[src/rtl/bp_pkg.sv]
// Shared constants, in-flight prediction record and counter seed values for the BTB predictor.
// Record PC fields are sized for the widest supported PC (32 bits); narrower PCs use the low bits.
package bp_pkg;
   localparam int BP_PC_W        = 8;
   localparam int BP_ENTRIES     = 16;
   localparam int BP_CTR_W       = 2;
   localparam int BP_RESOLVE_LAT = 2;
   localparam int BP_CNT_W       = 16;
   localparam int BP_PC_MAX      = 32;

   typedef logic [BP_PC_MAX-1:0] bp_pc_t;

   typedef struct packed {
      logic   vld;
      bp_pc_t pc;
      logic   pred_taken;
      bp_pc_t pred_target;
   } bp_rec_t;

   // Weakly not-taken: just below the taken threshold.
   function automatic int ctr_reset_val(input int ctr_w);
      return (1 << (ctr_w - 1)) - 1;
   endfunction

   // Weakly taken: a freshly allocated entry starts at the taken threshold.
   function automatic int ctr_alloc_val(input int ctr_w);
      return 1 << (ctr_w - 1);
   endfunction
endpackage

[src/rtl/bp_sat_counter.sv]
// Next-value logic for a saturating up/down direction counter; load takes priority.
// Purely combinational, shared by the table update path.
module bp_sat_counter #(
   parameter int CTR_W = 2
) (
   input  logic [CTR_W-1:0] cnt_i,
   input  logic             inc_i,
   input  logic             dec_i,
   input  logic             load_i,
   input  logic [CTR_W-1:0] load_val_i,
   output logic [CTR_W-1:0] cnt_o
);
   localparam logic [CTR_W-1:0] CNT_MAX = '1;

   always_comb begin
      cnt_o = cnt_i;
      if (load_i) begin
         cnt_o = load_val_i;
      end else if (inc_i && cnt_i != CNT_MAX) begin
         cnt_o = cnt_i + CTR_W'(1);
      end else if (dec_i && cnt_i != '0) begin
         cnt_o = cnt_i - CTR_W'(1);
      end
   end
endmodule

[src/rtl/branch_predictor_btb.sv]
// Direct-mapped BTB + bimodal predictor: zero-latency lookup, RESOLVE_LAT-deep record pipe held by stall,
// registered one-cycle mispredict pulse with redirect PC, saturating branch/mispredict counters.
module branch_predictor_btb
   import bp_pkg::*;
#(
   parameter int PC_W        = BP_PC_W,
   parameter int ENTRIES     = BP_ENTRIES,
   parameter int CTR_W       = BP_CTR_W,
   parameter int RESOLVE_LAT = BP_RESOLVE_LAT,
   parameter int CNT_W       = BP_CNT_W
) (
   input  logic            clk,
   input  logic            reset,
   input  logic            lookup_valid,
   input  logic [PC_W-1:0] lookup_pc,
   input  logic            stall,
   input  logic            flush,
   input  logic            resolve_valid,
   input  logic            resolve_taken,
   input  logic [PC_W-1:0] resolve_target,
   output logic            predict_taken,
   output logic [PC_W-1:0] predict_target,
   output logic            btb_hit,
   output logic            flush_out,
   output logic [PC_W-1:0] redirect_pc,
   output logic [CNT_W-1:0] branch_count,
   output logic [CNT_W-1:0] mispredict_count
);
   localparam int IDX_W = $clog2(ENTRIES);
   localparam int TAG_W = PC_W - IDX_W;
   localparam logic [CTR_W-1:0] CTR_RST   = CTR_W'(ctr_reset_val(CTR_W));
   localparam logic [CTR_W-1:0] CTR_ALLOC = CTR_W'(ctr_alloc_val(CTR_W));
   localparam logic [CNT_W-1:0] CNT_MAX   = '1;

   logic [ENTRIES-1:0] vld_q;
   logic [TAG_W-1:0]   tag_q [ENTRIES];
   logic [PC_W-1:0]    tgt_q [ENTRIES];
   logic [CTR_W-1:0]   ctr_q [ENTRIES];
   bp_rec_t            rec_q [RESOLVE_LAT];
   logic               flush_q;
   logic [PC_W-1:0]    redirect_q;
   logic [CNT_W-1:0]   br_cnt_q, mis_cnt_q;

   logic [IDX_W-1:0] lk_idx, r_idx;
   logic [TAG_W-1:0] lk_tag, r_tag;
   logic [PC_W-1:0]  t_pc, t_tgt;
   logic             t_vld, t_pt, fire, act_taken, mis, upd, r_hit, ctr_wr;
   logic [CTR_W-1:0] ctr_nxt;
   bp_rec_t          rec_in;

   assign lk_idx         = lookup_pc[IDX_W-1:0];
   assign lk_tag         = lookup_pc[PC_W-1:IDX_W];
   assign btb_hit        = lookup_valid && vld_q[lk_idx] && (tag_q[lk_idx] == lk_tag);
   assign predict_taken  = btb_hit && ctr_q[lk_idx][CTR_W-1];
   assign predict_target = predict_taken ? tgt_q[lk_idx] : lookup_pc + PC_W'(1);

   always_comb begin
      rec_in             = '0;
      rec_in.vld         = lookup_valid;
      rec_in.pc          = bp_pc_t'(lookup_pc);
      rec_in.pred_taken  = predict_taken;
      rec_in.pred_target = bp_pc_t'(predict_target);
   end

   assign t_vld = rec_q[RESOLVE_LAT-1].vld;
   assign t_pt  = rec_q[RESOLVE_LAT-1].pred_taken;
   assign t_pc  = rec_q[RESOLVE_LAT-1].pc[PC_W-1:0];
   assign t_tgt = rec_q[RESOLVE_LAT-1].pred_target[PC_W-1:0];

   // A missing resolve counts as "not taken", so a taken prediction with no branch still mispredicts.
   assign fire      = !stall && t_vld;
   assign act_taken = resolve_valid && resolve_taken;
   assign mis       = fire && ((t_pt != act_taken) || (act_taken && t_tgt != resolve_target));
   assign upd       = fire && resolve_valid;

   assign r_idx  = t_pc[IDX_W-1:0];
   assign r_tag  = t_pc[PC_W-1:IDX_W];
   assign r_hit  = vld_q[r_idx] && (tag_q[r_idx] == r_tag);
   assign ctr_wr = upd && (r_hit || resolve_taken);

   bp_sat_counter #(.CTR_W(CTR_W)) u_ctr (
      .cnt_i      (ctr_q[r_idx]),
      .inc_i      (resolve_taken),
      .dec_i      (!resolve_taken),
      .load_i     (!r_hit),
      .load_val_i (CTR_ALLOC),
      .cnt_o      (ctr_nxt)
   );

   always_ff @(posedge clk or negedge reset) begin
      if (!reset) begin
         vld_q      <= '0;
         flush_q    <= 1'b0;
         redirect_q <= '0;
         br_cnt_q   <= '0;
         mis_cnt_q  <= '0;
         for (int i = 0; i < ENTRIES; i++) begin
            tag_q[i] <= '0;
            tgt_q[i] <= '0;
            ctr_q[i] <= CTR_RST;
         end
         for (int i = 0; i < RESOLVE_LAT; i++) rec_q[i] <= '0;
      end else begin
         if (flush || flush_q) begin
            for (int i = 0; i < RESOLVE_LAT; i++) rec_q[i].vld <= 1'b0;
         end else if (!stall) begin
            rec_q[0] <= rec_in;
            for (int i = 1; i < RESOLVE_LAT; i++) rec_q[i] <= rec_q[i-1];
         end
         flush_q <= mis;
         if (mis) redirect_q <= act_taken ? resolve_target : t_pc + PC_W'(1);
         if (upd && br_cnt_q != CNT_MAX) br_cnt_q <= br_cnt_q + CNT_W'(1);
         if (mis && mis_cnt_q != CNT_MAX) mis_cnt_q <= mis_cnt_q + CNT_W'(1);
         if (ctr_wr) begin
            vld_q[r_idx] <= 1'b1;
            tag_q[r_idx] <= r_tag;
            ctr_q[r_idx] <= ctr_nxt;
            if (resolve_taken) tgt_q[r_idx] <= resolve_target;
         end
      end
   end

   assign flush_out        = flush_q;
   assign redirect_pc      = redirect_q;
   assign branch_count     = br_cnt_q;
   assign mispredict_count = mis_cnt_q;
endmodule

[config.mk]
export PLATFORM = sky130hd
export DESIGN_NAME = branch_predictor_btb
export DESIGN_NICKNAME = d
export VERILOG_FILES = /design/src/rtl/bp_pkg.sv /design/src/rtl/bp_sat_counter.sv /design/src/rtl/branch_predictor_btb.sv
export SDC_FILE = /design/constraint.sdc
export NUM_CORES = 1
export LEC_CHECK = 0
export CAP_MARGIN = 20
export CORE_MARGIN = 8
export CORE_UTILIZATION = 61
export CTS_CLUSTER_SIZE = 14
export DETAILED_ROUTE_END_ITERATION = 8
export HOLD_SLACK_MARGIN = 0.12
export PLACE_DENSITY = 0.8
export SLEW_MARGIN = 15
export SYNTH_ARGS = -nofsm -noshare
export SYNTH_HDL_FRONTEND = slang
export SYNTH_SLANG_ARGS = --single-unit
[constraint.sdc]
create_clock -name clk -period 8.2 [get_ports clk]
set_input_delay 2.46 -clock clk [delete_from_list [all_inputs] [get_ports clk]]
set_output_delay 2.46 -clock clk [all_outputs]
set_load 0.005 [all_outputs]
==> results.txt <==
----------------------------------------------------
[Route]
  Detailed router's first-iteration violation count ... roughly 800
  Final wirelength ... between 30,000 and 40,000 um
  Vias per cell ... 6.45
  Number of nets with antenna violations after detailed routing ... 0
  Detailed-route via count ... 9,590
  1st-pass router iterations ... 5
  Routed wire per std cell ... ~25 um
  DRC violation count after routing ... 0

[STA]
  Hold_ws ... about 0.49 ns
  Unrepaired setup endpoints after global routing ... no
  Final Hold Violating Endpoints ... 0
  Relative slew slack ... between 30% and 40%
  Timing-limited maximum frequency ... about 0.13 GHz
  Time the final worst path needs with I/O delays and setup ... 7.82 ns
  Pins Over Slew Limit ... 0
  Final sum of negative setup slack ... 0 ns
  Final clock skew ... about 0.013 ns
  Count of endpoints failing setup in the final report ... 0
  Final cycle utilization of the critical path ... 95.4%
  Actual transition at the worst max-transition pin ... 1.04 ns

[Die]
  Core Footprint ... between 20,000 and 30,000 um^2
  Die outline area ... approximately 31,000 um^2
  Die Ht ... about 180 um
  Die boundary width ... around 180 um
  Starting utilization of the core area ... between 60% and 70%
  Boundary Pins ... 74
  Number of placement rows ... a little under 60

[Power and ir drop]
  Design internal power ... 2820 uW
  Pwr Total ... about 3800 uW
  Net switching share of the total power ... about a quarter
  Clock power share ... a little over two fifths
  Logic gate share of total power ... 12.4%
  Max VDD drop ... between 150 and 200 uV
  P_sw ... a little under 1000 uW
  Fraction of power consumed by sequential logic ... a little under half
  Power density over the cells ... 212 nW/um^2
  Leakage power ... 0.00823 uW

[Finish]
  Fraction of layout cells with a size suffix above 1 ... 36.9%
  Commonest non-fill, non-tap cell in the layout ... sky130_fd_sc_hd__dfrtp_1
  Antenna diode count ... 0
  Fill cell count ... 1,648
  Commonest cells after routing, fill and taps aside ... sky130_fd_sc_hd__dfrtp_1, sky130_fd_sc_hd__mux2_2, sky130_fd_sc_hd__mux4_2
  Area growth from synthesis to final layout ... 14.3%
  Total number of nets in the final design ... 1,163
  FF/Latch Area ... 7950 um^2
  Area used by multi-input combinational logic ... between 7000 and 8000 um^2

[Synth]
  Post-synth top flop ... sky130_fd_sc_hd__dfrtp_1
  Sequential cell area fraction in the yosys report ... 51.0%
  Number of instances in the synthesized netlist ... 1,071
  Ys async rst share ... between 90% and 100%
  Flop and latch count out of synthesis ... 317
  Count of unique library cells instantiated by Yosys ... 47
  Summed instance area of the synthesized netlist ... between 15,000 and 20,000 um^2
  Synthesized Nets ... about 1,100
  Post-synthesis average cell area ... between 10 and 15 um^2
  Number of flops mapped to enable cells by yosys ... 0
  Synth warn ... 0

[Worst setup path]
  Logic depth of the worst register-to-register path ... 9
  Register-to-Register Setup Slack ... about 4.2 ns
  Required time worst endpoint ... 5.74 ns
  Launch point of the critical path ... lookup_pc[1]
  Worst endpoint data arrival time ... between 5 and 6 ns
  Origin of the critical flop-to-flop path ... r_idx[1]
  Critical Path Start Type ... input pin
  Start-to-end type of the worst setup path ... input pin to output pin
  Nature of the critical path endpoint ... output pin
  R2R Path End ... tag_q[28]
  Critical path peak fanout ... 15

[CTS]
  Number of hold buffers added after CTS ... 0
  Clock transition at path regs ... 0.06 ns
  Number of clock buffers inserted by TritonCTS ... 34
  Post-CTS setup-driven buffer insertion count ... 0
  Post-cts gate resize count ... 0
  TritonCTS clock tree ... done
  Root buffer cell ... sky130_fd_sc_hd__clkbuf_16
  Clock insertion delay at the later pin of the skew report ... 0.52 ns
  Number of sinks driven by the clock tree ... 317
  CTS HTree Levels ... 2
  Maximum buffer depth of the clock tree ... 3

[GRT]
  Via count of the first global-routing pass ... 10,095
  GRT Overall Usage ... 24.8%
  Most Crowded Layer GR ... met2
  Congestion Overflow GR ... 0
  Met3 track demand over resource in global routing ... 5.26%
  Met2 Track Usage GR ... 40.1%
  Number of antenna violations at the first check in global routing ... 0
  Met1 global-route usage ... roughly a third
  Global-route wire length before repair ... slightly below 60,000 um
  Largest net degree at the start of global routing ... 177

[Run]
  Max_cap viols ... 0

[Worst hold path]
  Number of instances on the worst hold path ... 1
  Worst hold start ... branch_count[6]
  Type of the worst min-delay path ... flop to flop
  End of the worst hold path ... branch_count[6]

[Placed design]
  Placer Congestion ... 0.873
  Sum of net half-perimeters after detailed placement ... 24,300 um
  Number of I/O port buffers ... 73

[Run status]
  Outcome ... finished clean

----------------------------------------------------
[critical path, stage by stage]
cell	delay, ns
sky130_fd_sc_hd__buf_2	0.30
sky130_fd_sc_hd__buf_12	0.21
sky130_fd_sc_hd__mux4_2	0.51
sky130_fd_sc_hd__mux2i_1	0.15
sky130_fd_sc_hd__mux2i_1	0.12
sky130_fd_sc_hd__xnor2_1	0.16
sky130_fd_sc_hd__nand4_1	0.14
sky130_fd_sc_hd__nor3_2	0.18
sky130_fd_sc_hd__buf_4	0.26
sky130_fd_sc_hd__mux2_2	0.41
sky130_fd_sc_hd__clkdlybuf4s50_1	0.46
[state kept, by name (all words and copies together), names as in the netlist]
signal and cells:
branch_count 16, ctr_q 32, flush_out 1, mispredict_count 16, r_idx 4, r_tag 4
rec_q 26, redirect_pc 8, t_pt 1, t_vld 1, tag_q 64, tgt_q 128
vld_q 16
[final cells by class]
cell class	instances	area share [%]
Sequential cell	317	44.6
Clock buffer	49	5.49
Multi-Input combinational cell	668	40.8
Tap cell	330	2.32
Inverter	9	0.190
Clock inverter	12	1.03
Timing Repair Buffer	101	5.49
[worst max-delay path by stage]
stage | to | slack, ns | depth (start not counted)
5_1_grt | predict_target[7] | 0.18 | 11
3_3_place_gp | predict_target[7] | 0.39 | 11
4_1_cts | predict_target[7] | 0.37 | 11
2_1_floorplan | predict_target[1] | 0.81 | 10
6_report | predict_target[7] | 0.38 | 11
3_5_place_dp | predict_target[1] | 0.38 | 11
[Yosys cell counts, types with 5 or more instances]
| master | number | area share (%) |
|---|---|---|
| sky130_fd_sc_hd__nand3_1 | 22 | 0.71 |
| sky130_fd_sc_hd__mux2i_1 | 26 | 1.7 |
| sky130_fd_sc_hd__nand2_1 | 41 | 0.99 |
| sky130_fd_sc_hd__nand2b_1 | 16 | 0.64 |
| sky130_fd_sc_hd__nor2b_1 | 7 | 0.28 |
| sky130_fd_sc_hd__o211ai_4 | 5 | 0.68 |
| sky130_fd_sc_hd__o21ai_0 | 19 | 0.61 |
| sky130_fd_sc_hd__inv_1 | 9 | 0.22 |
| sky130_fd_sc_hd__nor2_1 | 26 | 0.63 |
| sky130_fd_sc_hd__mux2_1 | 56 | 4.0 |
| sky130_fd_sc_hd__buf_1 | 13 | 0.31 |
| sky130_fd_sc_hd__buf_2 | 13 | 0.42 |
| sky130_fd_sc_hd__clkbuf_1 | 44 | 1.1 |
| sky130_fd_sc_hd__and3_1 | 7 | 0.28 |
| sky130_fd_sc_hd__nor3_1 | 10 | 0.32 |
| sky130_fd_sc_hd__ha_1 | 9 | 0.72 |
| sky130_fd_sc_hd__xnor2_1 | 35 | 2.0 |
| sky130_fd_sc_hd__mux4_2 | 91 | 13 |
| sky130_fd_sc_hd__dfstp_2 | 16 | 2.7 |
| sky130_fd_sc_hd__dfrtp_1 | 301 | 48 |
| sky130_fd_sc_hd__mux2_2 | 215 | 16 |
| sky130_fd_sc_hd__xor2_1 | 25 | 1.4 |
| sky130_fd_sc_hd__nand4_1 | 12 | 0.48 |
[power groups by stage]
stage | Sequential (uW) | Clock (uW) | Combinational [uW]
6_report | 1730 | 1590 | 469
3_3_place_gp | 1750 | 0 | 456
3_5_place_dp | 1750 | 0 | 468
4_1_cts | 1720 | 1610 | 472
5_1_grt | 1730 | 1680 | 507
2_1_floorplan | 1710 | 0 | 328
[metrics by stage]
step,cell area [um^2],util [%],cells,setup WS [ns]
after global routing,17800,71.0,1486,0.185
after floorplan,15600,-,1071,0.811
final,17800,71.0,1486,0.375
after global placement,16600,66.3,1424,0.390
after CTS,17800,70.9,1485,0.368
after detailed placement,16600,66.3,1424,0.384
[routing by layer]
layer,wire length [um],up-vias
li1,-,4088
met1,15600,4983
met2,18200,409
met3,2890,110
met4,1230,0
met5,0,-
[cells by family (layout without fill, tap and decap cells)]
kind of cell | Yosys count | after routing | share of synthesized area [%]
xor gates and xnor gates | 60 | 60 | 3.37
buffers and inverters | 86 | 171 | 2.34
and+or+nand+nor | 156 | 156 | 5.05
muxes | 388 | 388 | 34.4
DFF | 317 | 317 | 51.0
adders and majority gates | 9 | 9 | 0.722
AOI/OAI and AO/OA | 55 | 55 | 3.12
No activity file was read; power rests on OpenSTA's default activity.
